==> config.mk <==
export PLATFORM = sky130hd
export DESIGN_NAME = sp_ram
export DESIGN_NICKNAME = d
export VERILOG_FILES = /design/src/rtl/sp_ram.sv
export SDC_FILE = /design/constraint.sdc
export NUM_CORES = 1
export LEC_CHECK = 0
export ABC_AREA = 1
export CAP_MARGIN = 20
export CORE_AREA = 3 3 105 107
export CTS_BUF_LIST = sky130_fd_sc_hd__clkbuf_8
export CTS_CLUSTER_DIAMETER = 200
export CTS_CLUSTER_SIZE = 20
export DETAILED_ROUTE_END_ITERATION = 6
export DIE_AREA = 0 0 108 110
export PLACE_DENSITY = 0.74
export SYNTH_ARGS = -nofsm -noshare
export SYNTH_HDL_FRONTEND = slang
export SYNTH_SLANG_ARGS = --single-unit
==> constraint.sdc <==
create_clock -name clk -period 1 [get_ports clk]
set_input_delay 0.2 -clock clk [delete_from_list [all_inputs] [get_ports clk]]
set_output_delay 0.2 -clock clk [all_outputs]
set_load 0.01 [all_outputs]
==> src/rtl/sp_ram.sv <==
// rtl/sp_ram.sv - single-port synchronous RAM with registered read data
// The array is file-loadable through its hierarchical name and is never reset.
module sp_ram #(
    parameter int WD = 8,
    parameter int AD = 4
) (
    input  logic          clk,
    input  logic          rst_n,
    input  logic          cs_n,
    input  logic          w_r_n,
    input  logic [AD-1:0] addr,
    input  logic [WD-1:0] din,
    output logic [WD-1:0] dout
);

    localparam int DEPTH = 1 << AD;

    logic [WD-1:0] buffer [0:DEPTH-1];

    logic          wr_en;
    logic          rd_en;
    logic [WD-1:0] dout_d;
    logic [WD-1:0] dout_q;

    always_comb begin
        wr_en  = !cs_n && w_r_n;
        rd_en  = !cs_n && !w_r_n;
        dout_d = dout_q;
        if (rd_en) begin
            dout_d = buffer[addr];
        end
    end

    always_ff @(posedge clk) begin
        if (wr_en) begin
            buffer[addr] <= din;
        end
    end

    always_ff @(posedge clk or negedge rst_n) begin
        if (!rst_n) begin
            dout_q <= '0;
        end else begin
            dout_q <= dout_d;
        end
    end

    assign dout = dout_q;

endmodule

==> impl_results.md, run 1 <==
- Layout cells sized above 1: between 20 and 25%
- Die W: roughly 110 um
- Vias in the first global route: around 3800
- Post-Synthesis Cells: 523
- CTS buffer count: 17
- Total core area: 10200 sq um
- RSZ-0062 raised after global routing: yes
- Avg Synthesized Cell Area: about 11 sq um
- Max rail drop VDD: 1.36 mV
- Critical path arrival: about 960 ps
- Synth warn: 0
- Drt initial violations: approximately 410
- Detailed-route DRC error count: 0
- TritonCTS clock tree: built
- CTS Buffer Depth: 2
- Total Wirelength: about 13000 um
- Die Y: approximately 110 um
- GPL Wtd Cong: roughly 0.9
- Port buffer count: 23
- H-tree depth: 4
- Synth Area in Compound Gates: 0%
- R2r startpoint: buffer[13][1]$_DFFE_PP_
- Fin crit period: about 1200 ps
- Setup violators final: 16
- # rows: 37
- Root Buffer: clkbuf_8
- Clock sink count: 136
- Antenna violations before repair: 0
- Most common cell after layout, fill and taps aside: nand2_1
- Clock Skew: ~7.4 ps
- CP Cell Sequence: buf_2
- Final slew viol count: 0
- Synthesized area: 5610 sq um
- Fillcell total: 732
- Initial Util: 54.8%
- Clk slew on worst S/H paths: about 70 ps
- Failing checks: setup timing
- Hold Vio Cnt, Final: 0
- Pin count of the biggest net entering global routing: 33
- Global route overflow: 0
- Final period util: 116%
- Final Power: between 10 and 15 mW
- First-pass GRT wire length: around 20000 um
- Hold slack: 29.2 ps
- WP buf/inv: 1
- Pwr/cell area: about 1800 nW/um^2
- Setup CP Type: flip-flop to output port
- Final core occ: 68.4%
- Final Non-Filler Cells: approximately 740
- P_leak: 2.77 nW
- Req. time, crit path: around 800 ps
- Register area share after synthesis: between 70 and 80%
- N_diodes: 0
- Critical path endpoint category: output port
- Setup slack after layout: -159 ps
- Post-synthesis mux area share: 0%
- CP startpoint kind: flip-flop
- # hold bufs at CTS: 0
- Slowest stage delay, CP: around 390 ps
- HP Class: input port to asynchronous set/reset pin
- Dpl hpwl: 8610 um
- GR Util All Layers: between 20% and 30%
- Status: complete, but fails checks
- Critical-path top delay cell: dfrtp_1
- Rel. slew slack: ~77%
- Syn Nets: about 540
- Die Area: 11900 sq um
- FF-to-FF setup slack: -80 ps
- Crit path max-delay family: flip-flops
- Placed insts: 697
- Synth Register Bits: between 100 and 150
- Crit path from: dout[6]$_DFFE_PN0P_
- Post-Synth XOR/XNOR Area: 0%
- Vias: 3902
- Worst skew pair latency: roughly 430 ps
- Number of I/O pins: 24
- CP max FO: 2
- Synthesized-area fraction occupied by adder cells: 0%
- Largest family of logic cells by synthesized area: simple AND/OR/NAND/NOR gates
- Worst-margin pin slew: between 300 and 400 ps
- ANT nets after route: 0
- Avg Vias per Cell: between 5 and 6
- Max Cap Viol: 0
- Achievable Freq: around 0.86 GHz
- Routed WL per cell: around 17 um
- Most frequent cells in the layout: nand2_1, edfxtp_1, buf_4
- First drt pass iteration count: 5
- Simple-gate area share of the yosys netlist: around a quarter
- Nets: roughly 600
- Area growth syn-to-layout: 24.9%
- Yosys cell types: 11
==> layout make-up <==
class                      count  area (sq um)  share of cell area, %
timing repair buffer          68           592                   8.45
clock buffer                  17           234                   3.34
multi-input combinational    354          1690                   24.2
tap                          136           170                   2.43
clock inverter                15           234                   3.34
sequential                   136          4040                   57.8
inverter                       9          36.3                  0.518
==> synth_stat cells <==
cell,number,area (sq um)
nand4_1,8,50.1
edfxtp_1,128,3840
buf_4,5,37.5
dfrtp_1,8,200
clkbuf_1,6,22.5
buf_2,13,65.1
inv_2,2,7.51
nand2_1,257,965
inv_1,7,26.3
nand3_1,44,220
nor2_1,45,169
==> what timing repair did <==
action | 4_1_cts | 5_1_grt
setup endpoints to repair | 144 | 96
setup buffers | 4 | 2
resized for setup | 52 | 27
pin swaps | 28 | 27
gates cloned | 0 | 0
==> logic make-up (layout without fill, tap and decap cells) <==
| kind of cell | after synthesis | after routing |
|---|---|---|
| buffers and inverters | 33 | 109 |
| AND/OR/NAND/NOR | 354 | 354 |
| flip-flops | 136 | 136 |
==> metal layers <==
metal | vias to the layer above | routed length (um) | track usage (%)
li1 | 1873 | - | -
met1 | 1834 | 5460 | 32.0
met2 | 172 | 6170 | 37.8
met3 | 23 | 926 | 5.47
met4 | 0 | 266 | 8.03
met5 | - | 0 | 0
==> worst paths after layout <==
path	cells after the start	to
max	1	dout[6]
min	1	dout[2]$_DFFE_PN0P_
max reg2reg	8	dout[1]$_DFFE_PN0P_
min reg2reg	2	dout[0]$_DFFE_PN0P_
max in group asynchronous	1	dout[4]$_DFFE_PN0P_
min in group clk	5	dout[2]$_DFFE_PN0P_
==> power by group <==
group          leakage, nW  internal, mW  switching, mW  total, mW
registers             1.24          6.34         0.0440       6.38
clock network        0.236          3.19           2.01       5.20
logic                 1.29         0.453          0.690       1.14
==> flip-flops by register name, summed over array words and instances, names as in the netlist <==
signal,flops
dout,8
buffer,128
==> stage by stage <==
stage          area, sq um  setup TNS, ps  setup slack, ps
2_1_floorplan         5860         -21960             -195
3_3_place_gp          6420        -115530             -805
3_5_place_dp          6420        -120750             -843
4_1_cts               6930          -1980             -184
5_1_grt               7000          -2790             -218
6_report              7000          -1690             -159
Note: power is estimated with default switching activity, not from simulation.
==> run 2, diff against run 1 <==
CAP_MARGIN = 10   (was 20)
SKIP_CTS_REPAIR_TIMING = 1   (was unset)
==> impl_results.md, run 2 (synthesized netlist as in run 1, its figures left out) <==
- RSZ-0062 raised after global routing: yes
- ANT nets after route: 0
- Hold Vio Cnt, Final: 0
- Pin count of the biggest net entering global routing: 33
- Clock sink count: 136
- Clock Skew: 7.36 ps
- H-tree depth: 4
- Final period util: 116%
- Rel. slew slack: between 70% and 80%
- Initial Util: roughly 55%
- Area growth syn-to-layout: 24.8%
- Setup CP Type: flip-flop to output port
- Worst R2R End: dout[2]$_DFFE_PN0P_
- Final Cell Area: around 7000 sq um
- Vias in the first global route: around 3800
- Die Y: approximately 110 um
- Die Area: 11900 sq um
- Port buffer count: 23
- Status: complete, but fails checks
- Slowest stage delay, CP: slightly below 400 ps
- Die W: about 110 um
- WL met3: 981 um
- Nets: 600
- WP buf/inv: 1
- FF-to-FF setup slack: -120 ps
- Final Non-Filler Cells: between 700 and 800
- Detailed-route DRC error count: 0
- Critical path arrival: ~960 ps
- Worst R2R Path Depth: 8
- Root Buffer: clkbuf_8
- Failing checks: setup timing
- GR Util All Layers: a little under a quarter
- CTS Buffer Depth: 2
- Reg with most FFs: buffer
- Pwr/cell area: 1810 nW/um^2
- Layout cells sized above 1: about a quarter
- First drt pass iteration count: 5
- Most common cell after layout, fill and taps aside: nand2_1
- Achievable Freq: about 0.86 GHz
- Total core area: around 10000 sq um
- Number of I/O pins: 24
- Antenna violations before repair: 0
- Critical path endpoint category: output port
- N_diodes: 0
- First-pass GRT wire length: 19900 um
- CTS buffer count: 17
- Dpl hpwl: approximately 8600 um
- Clk slew on worst S/H paths: 70 ps
- Worst-margin pin slew: 337 ps
- CP Cell Sequence: clkbuf_2
- Setup violators final: 16
- Critical-path top delay cell: dfrtp_1
- Setup slack after layout: -158 ps
- Placed insts: 697
- TritonCTS clock tree: built
- Placed Area: around 6400 sq um
- Met1 WL: ~5400 um
- CP startpoint kind: flip-flop
- Req. time, crit path: 800 ps
- Max FFs per register: ~130
- Final Power: between 10 and 15 mW
- # rows: 37
- Vias: 3923
- Worst skew pair latency: 430 ps
- Fin crit period: around 1200 ps
- Most frequent cells in the layout: nand2_1, edfxtp_1, buf_4
- GPL Wtd Cong: 0.905
- Max rail drop VDD: 1.40 mV
- Global route overflow: 0
- Total Wirelength: 12800 um
- Routed WL per cell: approximately 17 um
- Avg Vias per Cell: ~5.4
- HP Class: input port to asynchronous set/reset pin
- CP max FO: 2
- Drt initial violations: between 400 and 500
- Final slew viol count: 0
- Crit path max-delay family: flip-flops
- CP Depth: 1
- DR WL met2: around 6200 um
- R2r startpoint: buffer[11][2]$_DFFE_PP_
- Max Cap Viol: 0
- DR top layer: met4
- P_leak: ~2.8 nW
run 2: cell count changes in the layout (fill, tap and decap cells not counted), moves of 2 or more:
cell and change:
buf_2 -6, buf_4 -2, buf_6 -3, clkbuf_2 +5
dlymetal6s2s_1 +4, nand2_2 -2
run 2: how the worst max path moves through the flow:
stage | from | end | slack (ps)
after floorplan | addr[1] | buffer[13][0]$_DFFE_PP_ | -200
after global placement | w_r_n | buffer[13][0]$_DFFE_PP_ | -810
after detailed placement | w_r_n | buffer[9][7]$_DFFE_PP_ | -840
after CTS | dout[4]$_DFFE_PN0P_ | dout[4] | -570
after global routing | dout[4]$_DFFE_PN0P_ | dout[4] | -220
final | dout[4]$_DFFE_PN0P_ | dout[4] | -160
run 2: through the flow:
stage / hold slack, ps / setup WS (ps) / setup TNS (ps) / util, %
2_1_floorplan: -95.6 / -195 / -21960 / -
3_3_place_gp: 488 / -805 / -115530 / 62.7
3_5_place_dp: 489 / -843 / -120750 / 62.7
4_1_cts: 17.4 / -571 / -51750 / 67.3
5_1_grt: 14.7 / -222 / -2870 / 68.4
6_report: 32.7 / -158 / -1750 / 68.4
run 2: per-layer routing:
metal  GRT usage (%)  vias up
li1                -     1868
met1            31.6     1854
met2            37.5      182
met3            6.06       19
met4            8.57        0
met5               0        -
run 2: layout make-up:
type                       count  area, sq um
timing repair buffer          66          588
clock buffer                  17          234
fill                         724         3230
tap                          136          170
sequential                   136         4040
inverter                       9         40.0
clock inverter                15          234
multi-input combinational    354         1690
run 2: power by group:
part	total [mW]	switching, mW	internal [mW]	leakage [nW]
sequential	6.38	0.0421	6.34	1.24
clock	5.19	2.01	3.19	0.236
combinational	1.11	0.688	0.420	1.31
total	12.7	2.74	9.94	2.79
